==> src/rtl/mux_pipe_reg_pkg.sv <==
`default_nettype none
// ============================================================================
//  Module   : mux_pipe_reg_pkg
//  Purpose  : Constants and helpers shared by the fused selector/stage
//             register used at the CPU inter-stage boundaries.
//  Contents : MUX_PIPE_REG_MAX_IN - largest supported selector fan-in
//             WORD, REG_IDX       - standard stage widths for WIDTH overrides
//             sel_fits()          - parameter legality check
//  Revision : 1.0 - initial release
// ============================================================================
package mux_pipe_reg_pkg;

  localparam int MUX_PIPE_REG_MAX_IN = 16;
  localparam int WORD                = 32;
  localparam int REG_IDX             = 5;

  // True when a SEL_W-bit select can address num_in inputs and num_in is in
  // the supported range.
  function automatic bit sel_fits(input int num_in, input int sel_w);
    return (num_in >= 2) && (num_in <= MUX_PIPE_REG_MAX_IN) &&
           ((64'd1 << sel_w) >= 64'(num_in));
  endfunction

endpackage
`default_nettype wire

==> src/rtl/mux_pipe_reg_mux_n.sv <==
`default_nettype none
// ============================================================================
//  Module   : mux_n
//  Purpose  : Purely combinational N-way, WIDTH-bit selector. A select value
//             that does not address an existing input returns input 0.
//  Ports    : in_bus  [NUM_IN*WIDTH] concatenated inputs, input k at
//                     [k*WIDTH +: WIDTH]
//             sel     [SEL_W]        input index
//             out     [WIDTH]        selected input
//  Revision : 1.0 - initial release
// ============================================================================
module mux_n
  import mux_pipe_reg_pkg::*;
#(
  parameter int WIDTH  = WORD,
  parameter int NUM_IN = 4,
  parameter int SEL_W  = 2
) (
  input  logic [NUM_IN*WIDTH-1:0] in_bus,
  input  logic [SEL_W-1:0]        sel,
  output logic [WIDTH-1:0]        out
);

  // Input 0 is the default, so any unmatched select falls back to it
  // without a separate range comparator.
  always_comb begin
    out = in_bus[0 +: WIDTH];
    for (int k = 1; k < NUM_IN; k++) begin
      if (sel == SEL_W'(k)) begin
        out = in_bus[k*WIDTH +: WIDTH];
      end
    end
  end

endmodule
`default_nettype wire

==> src/rtl/mux_pipe_reg.sv <==
`default_nettype none
// ============================================================================
//  Module   : mux_pipe_reg
//  Purpose  : N-input selector fused with a pipeline stage register, with
//             stall (hold) and flush (bubble) control. Output is registered;
//             priority at the clock edge is reset > flush > stall > load.
//  Ports    : clk, reset (async, active-high)
//             in_bus [NUM_IN*WIDTH], sel [SEL_W], in_valid, stall, flush
//             data_out [WIDTH], valid_out, sel_out [SEL_W], sel_err
//  Options  : MUX_PIPE_REG_SEL_ERR_EN - when defined, sel_err is a sticky
//             flag set by any load with sel >= NUM_IN (cleared only by
//             reset). When undefined, sel_err is tied low.
//  Revision : 1.0 - initial release
// ============================================================================
module mux_pipe_reg
  import mux_pipe_reg_pkg::*;
#(
  parameter int               WIDTH   = WORD,
  parameter int               NUM_IN  = 4,
  parameter int               SEL_W   = 2,
  parameter logic [WIDTH-1:0] RST_VAL = '0
) (
  input  logic                    clk,
  input  logic                    reset,
  input  logic [NUM_IN*WIDTH-1:0] in_bus,
  input  logic [SEL_W-1:0]        sel,
  input  logic                    in_valid,
  input  logic                    stall,
  input  logic                    flush,
  output logic [WIDTH-1:0]        data_out,
  output logic                    valid_out,
  output logic [SEL_W-1:0]        sel_out,
  output logic                    sel_err
);

  generate
    if (!sel_fits(NUM_IN, SEL_W)) begin : g_param_err
      $error("mux_pipe_reg: NUM_IN must be 2..16 and 2**SEL_W >= NUM_IN");
    end
  endgenerate

  logic [WIDTH-1:0] w_sel_data;
  logic [WIDTH-1:0] r_data;
  logic             r_valid;
  logic [SEL_W-1:0] r_sel;
  logic             w_load;

  assign w_load = !flush && !stall;

  mux_n #(
    .WIDTH  (WIDTH),
    .NUM_IN (NUM_IN),
    .SEL_W  (SEL_W)
  ) u_mux (
    .in_bus (in_bus),
    .sel    (sel),
    .out    (w_sel_data)
  );

  always_ff @(posedge clk or posedge reset) begin
    if (reset) begin
      r_data  <= RST_VAL;
      r_valid <= 1'b0;
      r_sel   <= '0;
    end else if (flush) begin
      r_data  <= RST_VAL;
      r_valid <= 1'b0;
      r_sel   <= '0;
    end else if (!stall) begin
      r_data  <= w_sel_data;
      r_valid <= in_valid;
      // Raw select is kept even when out of range so downstream forwarding
      // checks see what was actually requested.
      r_sel   <= sel;
    end
  end

  assign data_out  = r_data;
  assign valid_out = r_valid;
  assign sel_out   = r_sel;

`ifdef MUX_PIPE_REG_SEL_ERR_EN
  logic w_sel_oob;
  logic r_sel_err;

  assign w_sel_oob = (32'(sel) >= NUM_IN);

  // Sticky: only reset clears it, a flush must not hide a past bad select.
  always_ff @(posedge clk or posedge reset) begin
    if (reset) begin
      r_sel_err <= 1'b0;
    end else if (w_load && w_sel_oob) begin
      r_sel_err <= 1'b1;
`ifndef SYNTHESIS
      if (!r_sel_err) begin
        $display("%0t mux_pipe_reg warning: out-of-range sel %0d", $time, sel);
      end
`endif
    end
  end

  assign sel_err = r_sel_err;
`else
  assign sel_err = 1'b0;
`endif

endmodule
`default_nettype wire

==> config.mk <==
export PLATFORM = sky130hd
export DESIGN_NAME = mux_pipe_reg
export DESIGN_NICKNAME = d
export VERILOG_FILES = /design/src/rtl/mux_pipe_reg_pkg.sv /design/src/rtl/mux_pipe_reg_mux_n.sv /design/src/rtl/mux_pipe_reg.sv
export SDC_FILE = /design/constraint.sdc
export NUM_CORES = 1
export LEC_CHECK = 0
export BUFFER_PORTS_ARGS = -buffer_cell sky130_fd_sc_hd__buf_2
export CAP_MARGIN = 10
export CORE_UTILIZATION = 44
export CTS_CLUSTER_DIAMETER = 120
export CTS_CLUSTER_SIZE = 28
export DETAILED_ROUTE_END_ITERATION = 7
export HOLD_SLACK_MARGIN = 0.15
export PLACE_DENSITY = 0.89
export SLEW_MARGIN = 20
export SYNTH_ARGS = -nofsm -noshare
export SYNTH_HDL_FRONTEND = slang
export SYNTH_HIERARCHICAL = 1
export SYNTH_SLANG_ARGS = --single-unit
==> constraint.sdc <==
create_clock -name clk -period 1.6 [get_ports clk]
set_input_delay 0 -clock clk [delete_from_list [all_inputs] [get_ports clk]]
set_output_delay 0 -clock clk [all_outputs]
set_load 0.03 [all_outputs]
; ---- Word level (Yosys, flattened, before mapping)
; Index checks and enable logic that the tools add are counted.
; Widths: inputs -> output; s select.
[classes]
eq_ne = 4
multipliers = 0
shifts = 0
mux = 9
order_cmp = 0
reduce_logical = 0
n_addsub = 0
bitwise_logic = 0
div = 0
[ops]
columns = cell, n
row1 = $mux 32, 5
row2 = $eq 2x2->1 const B, 2
row3 = $mux 2, 2
row4 = $eq 2x1->1 const B, 1
row5 = $mux 1, 2
row6 = $ne 2x1->1 const B, 1
[totals]
latchBits = 0
mem_bits_ro = 0
memories = 0
ff_bits = 35
word_cells = 16
output_inout_bits = 36
input_bits = 135
mem_bits_rw = 0

; ---- Depth between registers and ports, before layout
[logic_depth]
word_depth = 6
mapped_depth = 5
mapped_depth_nobuf = 3

; ---- Modules after synthesis
; Netlist, hierarchy kept.
[by_module_without_submodules]
columns = mod, instances, area_each_um2, seq_area_each_um2, cells_per_inst
row1 = mux_pipe_reg, 1, 1462.7, 875.8, 116
row2 = mux_n, 1, 814.5, 0.0, 39

; ---- Worst setup path before layout
; OpenSTA, ideal clock, no wires.
[synth_path]
path_kind = input-to-reg
from = in sel[0]
to = reg r_data[2] (netlist: data_out[2])
arrival_ns = 0.911
stages = 5
slack_ns = 0.563
required_time_ns = 1.473
setup_ns = 0.127
n_path_buf = 2
path_cell_list = buf_6 buf_12 mux4_2 mux2i_1 nor2_1
[synth_between]
elab_chain_len = 6
word_cells_on_any_way = 8
cone_classes = eq/ne (3) / mux (5)
[synth_lines]
columns = element, line_no
row1 = "start, declared", mux_pipe_reg.sv:26  ; input logic [SEL_W-1:0] sel,
row2 = $eq 2x1->1, mux_pipe_reg_mux_n.sv:29  ; if (sel == SEL_W'(k)) begin
row3 = $mux 32 (2 in series), mux_pipe_reg_mux_n.sv:29
row4 = $mux 32 *, mux_pipe_reg_mux_n.sv:29
row5 = net w_sel_data[2], mux_pipe_reg.sv:42  ; logic [WIDTH-1:0] w_sel_data;
row6 = $mux 32 *, mux_pipe_reg.sv:69  ; end else if (!stall) begin
row7 = $mux 32 *, mux_pipe_reg.sv:65  ; end else if (flush) begin
row8 = "end signal, assigned", mux_pipe_reg.sv:70  ; r_data <= w_sel_data;
row9 = "end, declared", mux_pipe_reg.sv:43  ; logic [WIDTH-1:0] r_data;
; Mark *: on every way through the listed nets, which the timed path passes. The rest lies on a longest branch. The select of a mux whose other input is x is not followed.
; A chain may end at the register's enable or synchronous reset.

; ---- Worst setup path in the final report
[layout_path]
from = in sel[0]
to = reg r_data[18] (netlist: data_out[18])
; Same word-level chain as after synthesis.

==> results.yml <==
outcome:
  status: "complete, no violations"
hold_path:
  hold_depth: 4
  hp-start: "in_bus[100]"
  hp-class: "in -> reg"
  hold_end: "data_out[4]"
sta:
  skew_ps: 0
  setup_violations: 0
  drv_slew: 0
  period_share_pct: 59.0
  finalHoldViolations: 0
  rsz0062_at_grt: "no"
  tightest_slew_ps: 642
  relSlewSlack_pct: 57.2
  clock.fmax_mhz: 1060
  tns_ps: 0
  finalCriticalPeriod_ps: 944
global_route:
  grt_pass1_wl_um: 9380
  grt_pass1_vias: 2136
  grtUsageMet3_pct: 5.15
  met2_usage_pct: 46.1
  top_usage_layer: "met2"
  grt_use_total_pct: 23.5
  grt_max_degree: 36
  globalRoute.totalOverflow: 0
  antenna_found_initial: 0
  use_met1_pct: 23.4
cts:
  clk_pin_slew_ps: 70
  cts_tree: "built"
  clock_latency_ps: 280
  clockRootBuffer: "clkbuf_8"
  cts_made_buffers: 5
  htree_levels: 2
  cts.path.max_buffers: 2
  cts_setup_buffers: 0
  cts_sinks: 35
power:
  power.share.switching_pct: 29.1
  total_power_mw: 2.41
  p_int_mw: 1.71
  combPwrFrac_pct: 30.5
  leakagePower_nw: 1.76
  switching_power_mw: 0.703
  vdd_ir_drop_max_uv: 462
  powerDensity_mw_per_mm2: 747
  p_clk_share_pct: 28.8
  power_frac_seq_pct: 40.7
finish:
  nNetsFinal: 457
  final_cell_mix: "buf_2, mux2i_1, nor2_1, dfrtp_1, mux4_2"
  drive_gt1_share_pct: 65.3
  final_common_cell: "buf_2"
  diodes: 0
  syn2layout_area_growth_pct: 41.9
  fin_area_mm2: 0.00323
logic_synthesis:
  syn_avg_cell_area_um2: 14.7
  synth-seq-cells: 35
  syn_nets: 290
  netlist_instances: 155
  ys_types: 12
  synth_seq_area_share_pct: 38.5
  ys_warn_count: 6
  netlist_area_mm2: 0.00228
drt:
  wire_per_inst_um: 15.7
  ant_nets: 0
  drc: 0
  vias: 2003
  wl_um: 6120
  dr.first_iter.drc_count: 28
  vias_per_cell: 5.14
  first_pass_iters: 2
critical_path:
  r2r_cells: 2
  cp.arrival_ps: 1080
  rr_startpoint: "data_out[0]"
  critPathLaunchType: "primary input"
  path_max_fanout: 17
  cp.required_ps: 1740
  end_kind: "flip-flop"
  r2r_slack_ps: 850
  crit_type: "in -> reg"
  worstReg2RegEnd: "data_out[0]"
floorplanning:
  num_io_pins: 171
  die_height_um: 73.9
  rows: 25
  die_w_um: 73.9
  fp.dieArea_mm2: 0.00547
  core_area_mm2: 0.00485
  start_util_pct: 47.0
place:
  place.gp.congestion: 0.742
  port_buffers: 169
  placed_cell_area_mm2: 0.00311
  dp.final_hpwl_um: 4720
run:
  max_cap_violations: 0
timing repair:
| item | 4_1_cts | 5_1_grt |
|---|---|---|
| hold endpoints to repair | 36 | 0 |
| resized for setup | 0 | 0 |
| hold buffers | 2 | 0 |
Yosys cell counts:
| library cell | instances | area share, % |
|---|---|---|
| buf_1 | 1 | 0.16 |
| buf_12 | 6 | 5.3 |
| mux4_1 | 2 | 2.3 |
| nor2_1 | 35 | 5.8 |
| buf_6 | 2 | 0.99 |
| mux4_2 | 30 | 30 |
| conb_1 | 1 | 0.16 |
| buf_4 | 1 | 0.33 |
| buf_2 | 6 | 1.3 |
| mux2i_1 | 35 | 15 |
| dfrtp_1 | 35 | 38 |
| inv_1 | 1 | 0.16 |
cells by family after synthesis:
logic type,count (synthesis),synth area share [%]
flops,35,38.5
other cells,1,0.165
simple gates,35,5.77
mux,67,47.4
buf+inv,17,8.24
layer usage:
metal	up-vias	share of wire, %
met3	16	7.0
met4	0	2.1
met1	967	35
li1	918	-
met2	102	56
met5	-	0
worst max-delay path by stage:
stage | start | end | slack (ps) | depth (start not counted)
after floorplan | sel[0] | data_out[2] | 560 | 5
after global placement | sel[0] | data_out[31] | 380 | 5
after detailed placement | sel[0] | data_out[0] | 330 | 5
after CTS | sel[0] | data_out[0] | 650 | 5
after global routing | sel[0] | data_out[18] | 560 | 5
final | sel[0] | data_out[18] | 660 | 5
area by class of cell:
| type | instances | area (um2) |
|---|---|---|
| Sequential cell | 35 | 876 |
| Fill cell | 365 | 1620 |
| Timing Repair Buffer | 176 | 953 |
| Tap cell | 67 | 83.8 |
| Multi-Input combinational cell | 103 | 1210 |
| Clock buffer | 8 | 100 |
| Inverter | 1 | 3.75 |
flip-flops by register name, indices dropped and copies added (netlist names):
register	flops
valid_out	1
sel_out	2
data_out	32
through the flow:
stage	hold WS, ps	utilization [%]	setup WS [ps]	cells
2_1_floorplan	153	-	563	155
3_3_place_gp	117	64.2	382	380
3_5_place_dp	133	64.2	333	380
4_1_cts	166	66.6	647	390
5_1_grt	189	66.6	564	390
6_report	173	66.6	656	390
power groups by stage:
stage | Sequential, mW | Combinational (mW) | Clock [mW]
after floorplan | 1.13 | 0.351 | 0
after global placement | 0.994 | 0.708 | 0
after detailed placement | 0.998 | 0.741 | 0
after CTS | 0.982 | 0.745 | 0.723
after global routing | 0.990 | 0.794 | 0.755
final | 0.981 | 0.737 | 0.694
worst max-delay path: stages:
cell     delay (ps)
buf_2           130
buf_12          190
mux4_2          530
mux2i_1         160
nor2_1           60
Note: power is estimated with default switching activity, not from simulation.
